## src/rtl/lathe_pkg.sv

```systemverilog
// Shared state encoding and timing defaults for the lathe cycle sequencer.
// Tick counts assume a 50 MHz clock; COCOTB_SIM swaps in short values for simulation.
package lathe_pkg;

    typedef enum logic [2:0] {
        ST_IDLE   = 3'd0,
        ST_SPINUP = 3'd1,
        ST_RUN    = 3'd2,
        ST_COAST  = 3'd3,
        ST_FAULT  = 3'd4
    } lathe_state_e;

`ifdef COCOTB_SIM
    localparam int unsigned LATHE_SPINUP_TICKS = 20;
    localparam int unsigned LATHE_FEED_TICKS   = 40;
    localparam int unsigned LATHE_COAST_TICKS  = 10;
`else
    localparam int unsigned LATHE_SPINUP_TICKS = 150_000_000;
    localparam int unsigned LATHE_FEED_TICKS   = 500_000_000;
    localparam int unsigned LATHE_COAST_TICKS  = 100_000_000;
`endif

    localparam int LATHE_CNT_W = 30;

endpackage

```

## src/rtl/lathe_delay_timer.sv

```systemverilog
// Saturating down-counter: load takes effect on the next edge, done = (count == 0).
// No backpressure; ena low holds the count.
module lathe_delay_timer #(
    parameter int CNT_W = 30
) (
    input  logic             clk,
    input  logic             rst_n,
    input  logic             ena,
    input  logic             load,
    input  logic [CNT_W-1:0] load_val,
    output logic             done
);

    logic [CNT_W-1:0] count_q;
    logic [CNT_W-1:0] count_d;

    always_comb begin
        count_d = count_q;
        if (ena) begin
            if (load) begin
                count_d = load_val;
            end else if (count_q != '0) begin
                count_d = count_q - CNT_W'(1);
            end
        end
    end

    always_ff @(posedge clk or negedge rst_n) begin
        if (!rst_n) begin
            count_q <= '0;
        end else begin
            count_q <= count_d;
        end
    end

    assign done = (count_q == '0);

endmodule

```

## src/rtl/lathe_cycle_sequencer.sv

```systemverilog
// Interlocked spin-up / feed / coast cycle for the lathe; Moore outputs change on the state edge.
// No backpressure; ena low freezes state, timer and edge detector.
module lathe_cycle_sequencer
    import lathe_pkg::*;
#(
    parameter int unsigned SPINUP_TICKS = LATHE_SPINUP_TICKS,
    parameter int unsigned FEED_TICKS   = LATHE_FEED_TICKS,
    parameter int unsigned COAST_TICKS  = LATHE_COAST_TICKS,
    parameter int          CNT_W        = LATHE_CNT_W
) (
    input  logic       clk,
    input  logic       rst_n,
    input  logic       ena,
    input  logic       start,
    input  logic       stop,
    input  logic       estop_n,
    input  logic       guard_closed,
    input  logic       auto_mode,
    input  logic       man_mode,
    output logic       spindle_on,
    output logic       coolant_on,
    output logic       feed_en,
    output logic       busy,
    output logic       fault,
    output logic [2:0] state_o
);

    // A tick count of 0 is treated as 1, i.e. a load value of 0.
    localparam logic [CNT_W-1:0] SPINUP_LD = (SPINUP_TICKS == 0) ? '0 : CNT_W'(SPINUP_TICKS - 1);
    localparam logic [CNT_W-1:0] FEED_LD   = (FEED_TICKS == 0)   ? '0 : CNT_W'(FEED_TICKS - 1);
    localparam logic [CNT_W-1:0] COAST_LD  = (COAST_TICKS == 0)  ? '0 : CNT_W'(COAST_TICKS - 1);

    lathe_state_e     state_q, state_d;
    logic             start_q, start_d;
    logic             armed_q, armed_d;
    logic             auto_q, auto_d;
    logic             tmr_load;
    logic [CNT_W-1:0] tmr_val;
    logic             tmr_done;

    logic start_edge;
    logic auto_v;
    logic man_v;
    logic mode_lost;

    assign start_edge = start & ~start_q;
    assign auto_v     = auto_mode & ~man_mode;
    assign man_v      = man_mode & ~auto_mode;
    assign mode_lost  = ~(auto_v | man_v) | (auto_v != auto_q);

    // armed_q stays low after reset until start is seen low once, so a start
    // held through reset release cannot launch a cycle in either mode.
    always_comb begin
        state_d = state_q;
        start_d = start_q;
        armed_d = armed_q;
        auto_d  = auto_q;
        if (ena) begin
            start_d = start;
            armed_d = armed_q | ~start;
            if (state_q != ST_FAULT && !estop_n) begin
                state_d = ST_FAULT;
            end else begin
                case (state_q)
                    ST_IDLE: begin
                        if (guard_closed && armed_q) begin
                            if (auto_v && start_edge) begin
                                state_d = ST_SPINUP;
                                auto_d  = 1'b1;
                            end else if (man_v && start) begin
                                state_d = ST_RUN;
                                auto_d  = 1'b0;
                            end
                        end
                    end
                    ST_SPINUP, ST_RUN: begin
                        if (!guard_closed) begin
                            state_d = ST_FAULT;
                        end else if (stop || mode_lost) begin
                            state_d = ST_COAST;
                        end else if (state_q == ST_SPINUP) begin
                            if (tmr_done) state_d = ST_RUN;
                        end else if (auto_q ? tmr_done : !start) begin
                            state_d = ST_COAST;
                        end
                    end
                    ST_COAST: begin
                        if (tmr_done) state_d = ST_IDLE;
                    end
                    ST_FAULT: begin
                        if (tmr_done && estop_n && !start) state_d = ST_IDLE;
                    end
                    default: state_d = ST_FAULT;
                endcase
            end
        end
    end

    always_comb begin
        tmr_load = (state_d != state_q);
        tmr_val  = '0;
        case (state_d)
            ST_SPINUP:          tmr_val = SPINUP_LD;
            ST_RUN:             tmr_val = FEED_LD;
            ST_COAST, ST_FAULT: tmr_val = COAST_LD;
            default:            tmr_val = '0;
        endcase
    end

    lathe_delay_timer #(
        .CNT_W (CNT_W)
    ) u_timer (
        .clk      (clk),
        .rst_n    (rst_n),
        .ena      (ena),
        .load     (tmr_load),
        .load_val (tmr_val),
        .done     (tmr_done)
    );

    always_ff @(posedge clk or negedge rst_n) begin
        if (!rst_n) begin
            state_q <= ST_IDLE;
            start_q <= 1'b0;
            armed_q <= 1'b0;
            auto_q  <= 1'b0;
        end else begin
            state_q <= state_d;
            start_q <= start_d;
            armed_q <= armed_d;
            auto_q  <= auto_d;
        end
    end

    always_comb begin
        spindle_on = 1'b0;
        coolant_on = 1'b0;
        feed_en    = 1'b0;
        busy       = (state_q != ST_IDLE);
        fault      = (state_q == ST_FAULT);
        state_o    = state_q;
        case (state_q)
            ST_SPINUP: spindle_on = 1'b1;
            ST_RUN: begin
                spindle_on = 1'b1;
                coolant_on = 1'b1;
                feed_en    = 1'b1;
            end
            default: ;
        endcase
    end

endmodule

```

## config.mk

```make
export PLATFORM = sky130hd
export DESIGN_NAME = lathe_cycle_sequencer
export DESIGN_NICKNAME = d
export VERILOG_FILES = /design/src/rtl/lathe_pkg.sv /design/src/rtl/lathe_delay_timer.sv /design/src/rtl/lathe_cycle_sequencer.sv
export SDC_FILE = /design/constraint.sdc
export NUM_CORES = 1
export LEC_CHECK = 0
export CAP_MARGIN = 10
export CORE_MARGIN = 4
export CORE_UTILIZATION = 35
export DETAILED_ROUTE_END_ITERATION = 6
export PLACE_DENSITY = 0.5
export SYNTH_ARGS = -nofsm -noshare
export SYNTH_HDL_FRONTEND = slang
export SYNTH_SLANG_ARGS = --single-unit
```

## constraint.sdc

```tcl
create_clock -name clk -period 3.18 [get_ports clk]
set_input_delay 0.318 -clock clk [delete_from_list [all_inputs] [get_ports clk]]
set_output_delay 0.318 -clock clk [all_outputs]
set_load 0.05 [all_outputs]
```

# Word-level counts from Yosys, hierarchy flattened
# Index checks and enable logic that the tools add are counted.
[word_totals]
regBits = 36
inputBits = 9
out_inout_bits = 8
word_cells = 69
[classes]
add_sub_neg = 1
eq_ne = 11
muxes = 21
n_bitwise = 12
reduce_logical = 19
[op_table]
columns = ["cell", "n"]
rows = [
  ["one-hot mux 29 bit (3 select lines)", 1],
  ["2-to-1 mux 30 bit", 2],
  ["2-to-1 mux 3 bit", 12],
  ["logical NOT 30 bit", 1],
  ["nonzero test 30 bit", 1],
  ["subtractor 30 x 1 -> 30 bit, second input constant", 1],
  ["equality test 3 x 2 -> 1 bit, second input constant", 4],
  ["one-hot mux 3 bit (4 select lines)", 1],
  ["equality test 3 x 1 -> 1 bit, second input constant", 2],
  ["equality test 3 bit, second input constant", 2],
  ["logical AND 1 bit", 6],
  ["NOT 1 bit", 6],
  ["2-to-1 mux 1 bit", 5],
  ["AND reduction 5 bit", 1],
  ["nonzero test 2 bit", 2],
  ["OR reduction 2 bit", 2],
  ["AND 1 bit", 3],
  ["logical NOT 3 bit", 1],
  ["inequality test 3 bit", 1],
  ["inequality test 3 bit, second input constant", 1],
  ["bitwise OR 1 bit", 3],
  ["nonzero test 3 bit", 1],
  ["logical NOT 1 bit", 2],
  ["AND reduction 2 bit", 1],
  ["other kinds (2)", 2],
]

# Logic depth before layout (Yosys ltp)
[depth]
word_depth = 15
ltp_mapped = 11
depth_no_buf = 10

# By module
# A second synthesis with hierarchy kept.
[unflattened]
hier_cells = 335
hier_area_um2 = 2682.6
[modules_own_cells]
columns = ["module", "n_inst", "cells_per_inst", "area_each_um2", "seq_area_each_um2"]
rows = [
  ["lathe_delay_timer", 1, 251, 2034.5, 750.7],
  ["lathe_cycle_sequencer", 1, 84, 648.1, 150.1],
]

# Worst setup path before layout
# Ideal clock, no wire load.
[synth_path]
kind = "flip-flop to flip-flop"
from = "register state_q[1] (netlist: state_o[1])"
to = "register u_timer.count_q[25]"
setup_time_ns = 0.119
arrival_time_ns = 3.265
required_ns = 3.061
slack_ns = -0.204
path_stages_with_launch = 9
path_buffers = 3
synth_period_minus_slack_ns = 3.384
cell_sequence = "dfrtp_1 clkbuf_1 nor3b_1 and3_1 o211a_1 nor3_1 buf_6 buf_2 and2_1"
[synth_via]
elab_chain_len = 10
elab_cells_between_ends = 25
cone_classes = "6 x eq/ne; 14 x mux; 5 x reduce/logical"
[synth_rtl]
columns = ["item", "line", "rtl"]
rows = [
  ["from (decl)", "lathe_cycle_sequencer.sv:33", "lathe_state_e state_q, state_d;"],
  ["from (signal assigned)", "lathe_cycle_sequencer.sv:128", "state_q <= state_d;"],
  ["equality test 3 x 1 -> 1 bit, or another cell as far along", "lathe_cycle_sequencer.sv:64, lathe_cycle_sequencer.sv:81", ""],
  ["2-to-1 mux 3 bit", "lathe_cycle_sequencer.sv:81", "end else if (state_q == ST_SPINUP) begin"],
  ["2-to-1 mux 3 bit", "lathe_cycle_sequencer.sv:79", "end else if (stop || mode_lost) begin"],
  ["2-to-1 mux 3 bit", "lathe_cycle_sequencer.sv:77", "if (!guard_closed) begin"],
  ["one-hot mux 3 bit (4 select lines)", "lathe_cycle_sequencer.sv:64", "case (state_q)"],
  ["2-to-1 mux 3 bit", "lathe_cycle_sequencer.sv:61", "if (state_q != ST_FAULT && !estop_n) begin"],
  ["2-to-1 mux 3 bit", "lathe_cycle_sequencer.sv:58", "if (ena) begin"],
  ["inequality test 3 bit (*)", "lathe_cycle_sequencer.sv:100", "tmr_load = (state_d != state_q);"],
  ["nonzero test 2 bit (no line)", "-", ""],
  ["AND reduction 2 bit (no line)", "-", ""],
  ["to (signal assigned)", "lathe_delay_timer.sv:32", "count_q <= count_d;"],
  ["to (decl)", "lathe_delay_timer.sv:14", "logic [CNT_W-1:0] count_q;"],
]
# Mark *: on every way between the ends. The rest lies on a longest branch, timed or not.
# A chain may end at the register's enable or synchronous reset.

# Worst setup path in the final report
[layout_path]
from = "register u_timer.count_q[2]"
to = "register u_timer.count_q[7]"
[layout_via]
elab_chain_len = 13
elab_cells_between_ends = 27
cone_classes = "1 x add/sub; 5 x eq/ne; 14 x mux; 7 x reduce/logical"
[layout_rtl]
columns = ["item", "line", "rtl"]
rows = [
  ["logical NOT 30 bit", "lathe_delay_timer.sv:36", "assign done = (count_q == '0);"],
  ["2-to-1 mux 1 bit", "lathe_cycle_sequencer.sv:83", "end else if (auto_q ? tmr_done : !start) begin"],
  ["2-to-1 mux 3 bit", "lathe_cycle_sequencer.sv:83", ""],
  ["2-to-1 mux 3 bit", "lathe_cycle_sequencer.sv:81", ""],
  ["2-to-1 mux 3 bit", "lathe_cycle_sequencer.sv:79", ""],
  ["2-to-1 mux 3 bit", "lathe_cycle_sequencer.sv:77", ""],
  ["one-hot mux 3 bit (4 select lines)", "lathe_cycle_sequencer.sv:64", ""],
  ["2-to-1 mux 3 bit", "lathe_cycle_sequencer.sv:61", ""],
  ["2-to-1 mux 3 bit", "lathe_cycle_sequencer.sv:58", ""],
  ["equality test 3 x 2 -> 1 bit / equality test 3 bit (equally long branches)", "lathe_cycle_sequencer.sv:102", "case (state_d)"],
  ["OR reduction 2 bit", "lathe_cycle_sequencer.sv:102", ""],
  ["one-hot mux 29 bit (3 select lines)", "lathe_cycle_sequencer.sv:102", ""],
  ["2-to-1 mux 30 bit", "lathe_delay_timer.sv:20", "if (load) begin"],
]
# Parallel ways exist; a longest one is shown, timed or not. The select of a mux whose other input is x is not followed.

==> run metrics <==
hold crit path type=in2async; global-route usage over all layers=14.85%; dominant cell by count in the synthesized netlist=dfrtp_1; internal power=1.142 mW; Clock Path Buffers=2; Compound-Gate Fraction of Synth Area=13.45%; Post-Route Setup TNS=0 ps; Worst Setup Slack, final=191.5 ps; XOR/XNOR Fraction of Synth Area=11.16%; Initial Utilization=36.58%; CP Launch Type=register; first drt pass iteration count=4; Layout Skew=10.35 ps; synthesis-to-finish area growth=16.83%; IO Count=17; Slew HR=41.32%; largest net degree at the start of global routing=37; clk sinks=36; Simple-Gate Fraction of Synth Area=26.44%; antenna diode count=0; vias in the first global route=1,943; final setup vio count=0; synth cell count leaders=dfrtp_1 (36), xnor2_1 (21), nor2_1 (20); final core utilization=42.73%; layout cells sized above 1=15.19%; Avg Cell Area, Syn=9.814 µm²; Synth Area in Adders=1.992%; Seq pwr share=40.0%; R2R depth=7; clock latency on the worst-skew pair=290 ps; clock power share=17.2%; post-synthesis mux area share=6.823%; IO buf count=16; Final Hold Fails=0; Max Cap Viol=0; RSZ-0062 raised after global routing=no; syn nets=269; fmax=334.6 MHz; Setup Slack @ Placement=65.67 ps; Core ar.=6869 µm²; Tightest Pin Transition=880.2 ps; initial antenna violation count=0; Synth Cell Area=2512 µm²; CTS tree=yes; YS warnings=0; Synth Flop Type=dfrtp_1; post-synth top area share=35.86%; outcome=complete, no violations; Antenna Nets Post-Route=0; hold buffer count at CTS=0; number of DRC markers in iteration 0=52; Synth area leader=dfrtp_1; Inst Count DP=371; largest family of logic cells by synthesized area=simple AND/OR/NAND/NOR gates; DRT Wirelength=5970 µm; Post-layout nets=295; switching power=0.8015 mW; kind of critical path=reg2reg; DR WL/cell=15.75 µm; Post-CTS Repair Setup Buffers=0; post-layout minimum cycle time=2989 ps; CP arrival=3130 ps; cts repair resizes=0; DRC Markers=0; Switching Fraction=41.24%; asr flop ratio synth=100.0%; DR vias=1,971; library cells used by synthesis=58; Placer Congestion=0.7825; worst-path fanout max=10; total chip power=1.944 mW; Die Width=92.73 µm; FF/Latch Area=900.9 µm²; crit end category=register; Die ar.=8598 µm²; Rows=30; P_leak=1.185 nW; final max-slew violation count=0; die height=92.73 µm; clk slew on worst S/H paths=80 ps; Fillers=695; largest cells by area after synthesis=dfrtp_1 (36%), xnor2_1 (7.3%), mux2i_1 (6.4%), xor2_1 (3.8%), nor4_1 (3.2%); Detail Placement HPWL=4366 µm; Worst Path Required=3320 ps; # H-tree levels=2; Combinational Power Share=42.8%; Clk Tree Root Cell=clkbuf_8; drt via density=5.201; Synth Instances=256; Seq/Total Area, Yosys=35.86%; TritonCTS buffer count=5; Final Non-Filler Cells=379; first-pass GRT wire length=10,100 µm; fin crit share=93.98%; Post-synth EDFFs=0; footprint of the multi-input gates=1520 µm²; peak supply drop=0.3839 mV; Cell Pwr Density=662.1 nW/µm²; remaining global-route overflow=0; Yosys reg bits=36
layer usage:
metal  up-vias  track usage, %  wire (µm)
met4         0           4.762         81
met2        25           23.56       2765
met3         6           2.600        168
met5         -               0          0
met1       954           20.51       2955
li1        986               -          -
worst paths after layout:
path | slack [ps] | endpoint | start
setup / recovery | 190 | u_timer.count_q[7]$_DFFE_PN0P_ | u_timer.count_q[2]$_DFFE_PN0P_
hold / removal | 140 | u_timer.count_q[29]$_DFFE_PN0P_ | rst_n
setup reg to reg | 190 | u_timer.count_q[7]$_DFFE_PN0P_ | u_timer.count_q[2]$_DFFE_PN0P_
hold reg to reg | 480 | armed_q$_DFFE_PN0P_ | armed_q$_DFFE_PN0P_
max in group asynchronous | 2480 | u_timer.count_q[12]$_DFFE_PN0P_ | rst_n
min in group clk | 480 | armed_q$_DFFE_PN0P_ | armed_q$_DFFE_PN0P_
power by group through the flow:
stage          logic [mW]  clock network, mW  registers, mW
2_1_floorplan       0.615                  0          0.761
3_5_place_dp        0.837                  0          0.786
5_1_grt             0.924              0.363          0.804
6_report            0.831              0.334          0.778
4_1_cts             0.842              0.348          0.778
3_3_place_gp        0.834                  0          0.786
stage by stage:
stage / hold WS, ps / cell area (µm²)
floorplan: 22.41 / 2524
global placement: 446.0 / 2848
detailed placement: 458.9 / 2848
CTS: 159.4 / 2935
global route: 194.0 / 2935
finish: 138.3 / 2935
worst max-delay path: stages (launching register included):
cell and delay, ps:
dfrtp_1 420, or3_4 390, or4_1 540, nor3_4 410, buf_4 200, o211a_1 240, o31a_1 460, a22oi_1 190
cell type report:
type	instances	share of cell area (%)
Sequential cell	36	30.69
Multi-Input combinational cell	201	51.79
Inverter	7	0.8951
Clock inverter	3	0.6394
Clock buffer	5	2.344
Tap cell	96	4.092
Timing Repair Buffer	31	9.548
kinds of logic (layout without fill, tap and decap cells):
group | Yosys count | after routing
AO/OA/AOI/OAI | 39 | 39
XOR/XNOR | 32 | 32
adder cells (fa/ha/maj) | 4 | 4
buffers and inverters | 19 | 46
flip-flops | 36 | 36
multiplexers | 17 | 17
AND/OR/NAND/NOR | 109 | 109
state kept, by name, indices dropped and copies added, names as in the netlist:
name / count
auto_q: 1
u_timer.count_q: 30
state_o: 3
start_q: 1
armed_q: 1
placed cells by master, fill, tap and decap left out, drive strengths merged, types with 4 or more instances in the layout:
cell type	count
xnor2	21
clkdlybuf4s50	15
a22oi	9
or3	4
xor2	11
nor2	20
nand2	17
buf	16
o211ai	4
inv	7
dfrtp	36
nor3	10
nor2b	4
nand2b	7
nand3	8
ha	4
o21ai	5
clkbuf	5
nor4	14
mux2i	16
No activity file was read; power rests on OpenSTA's default activity.
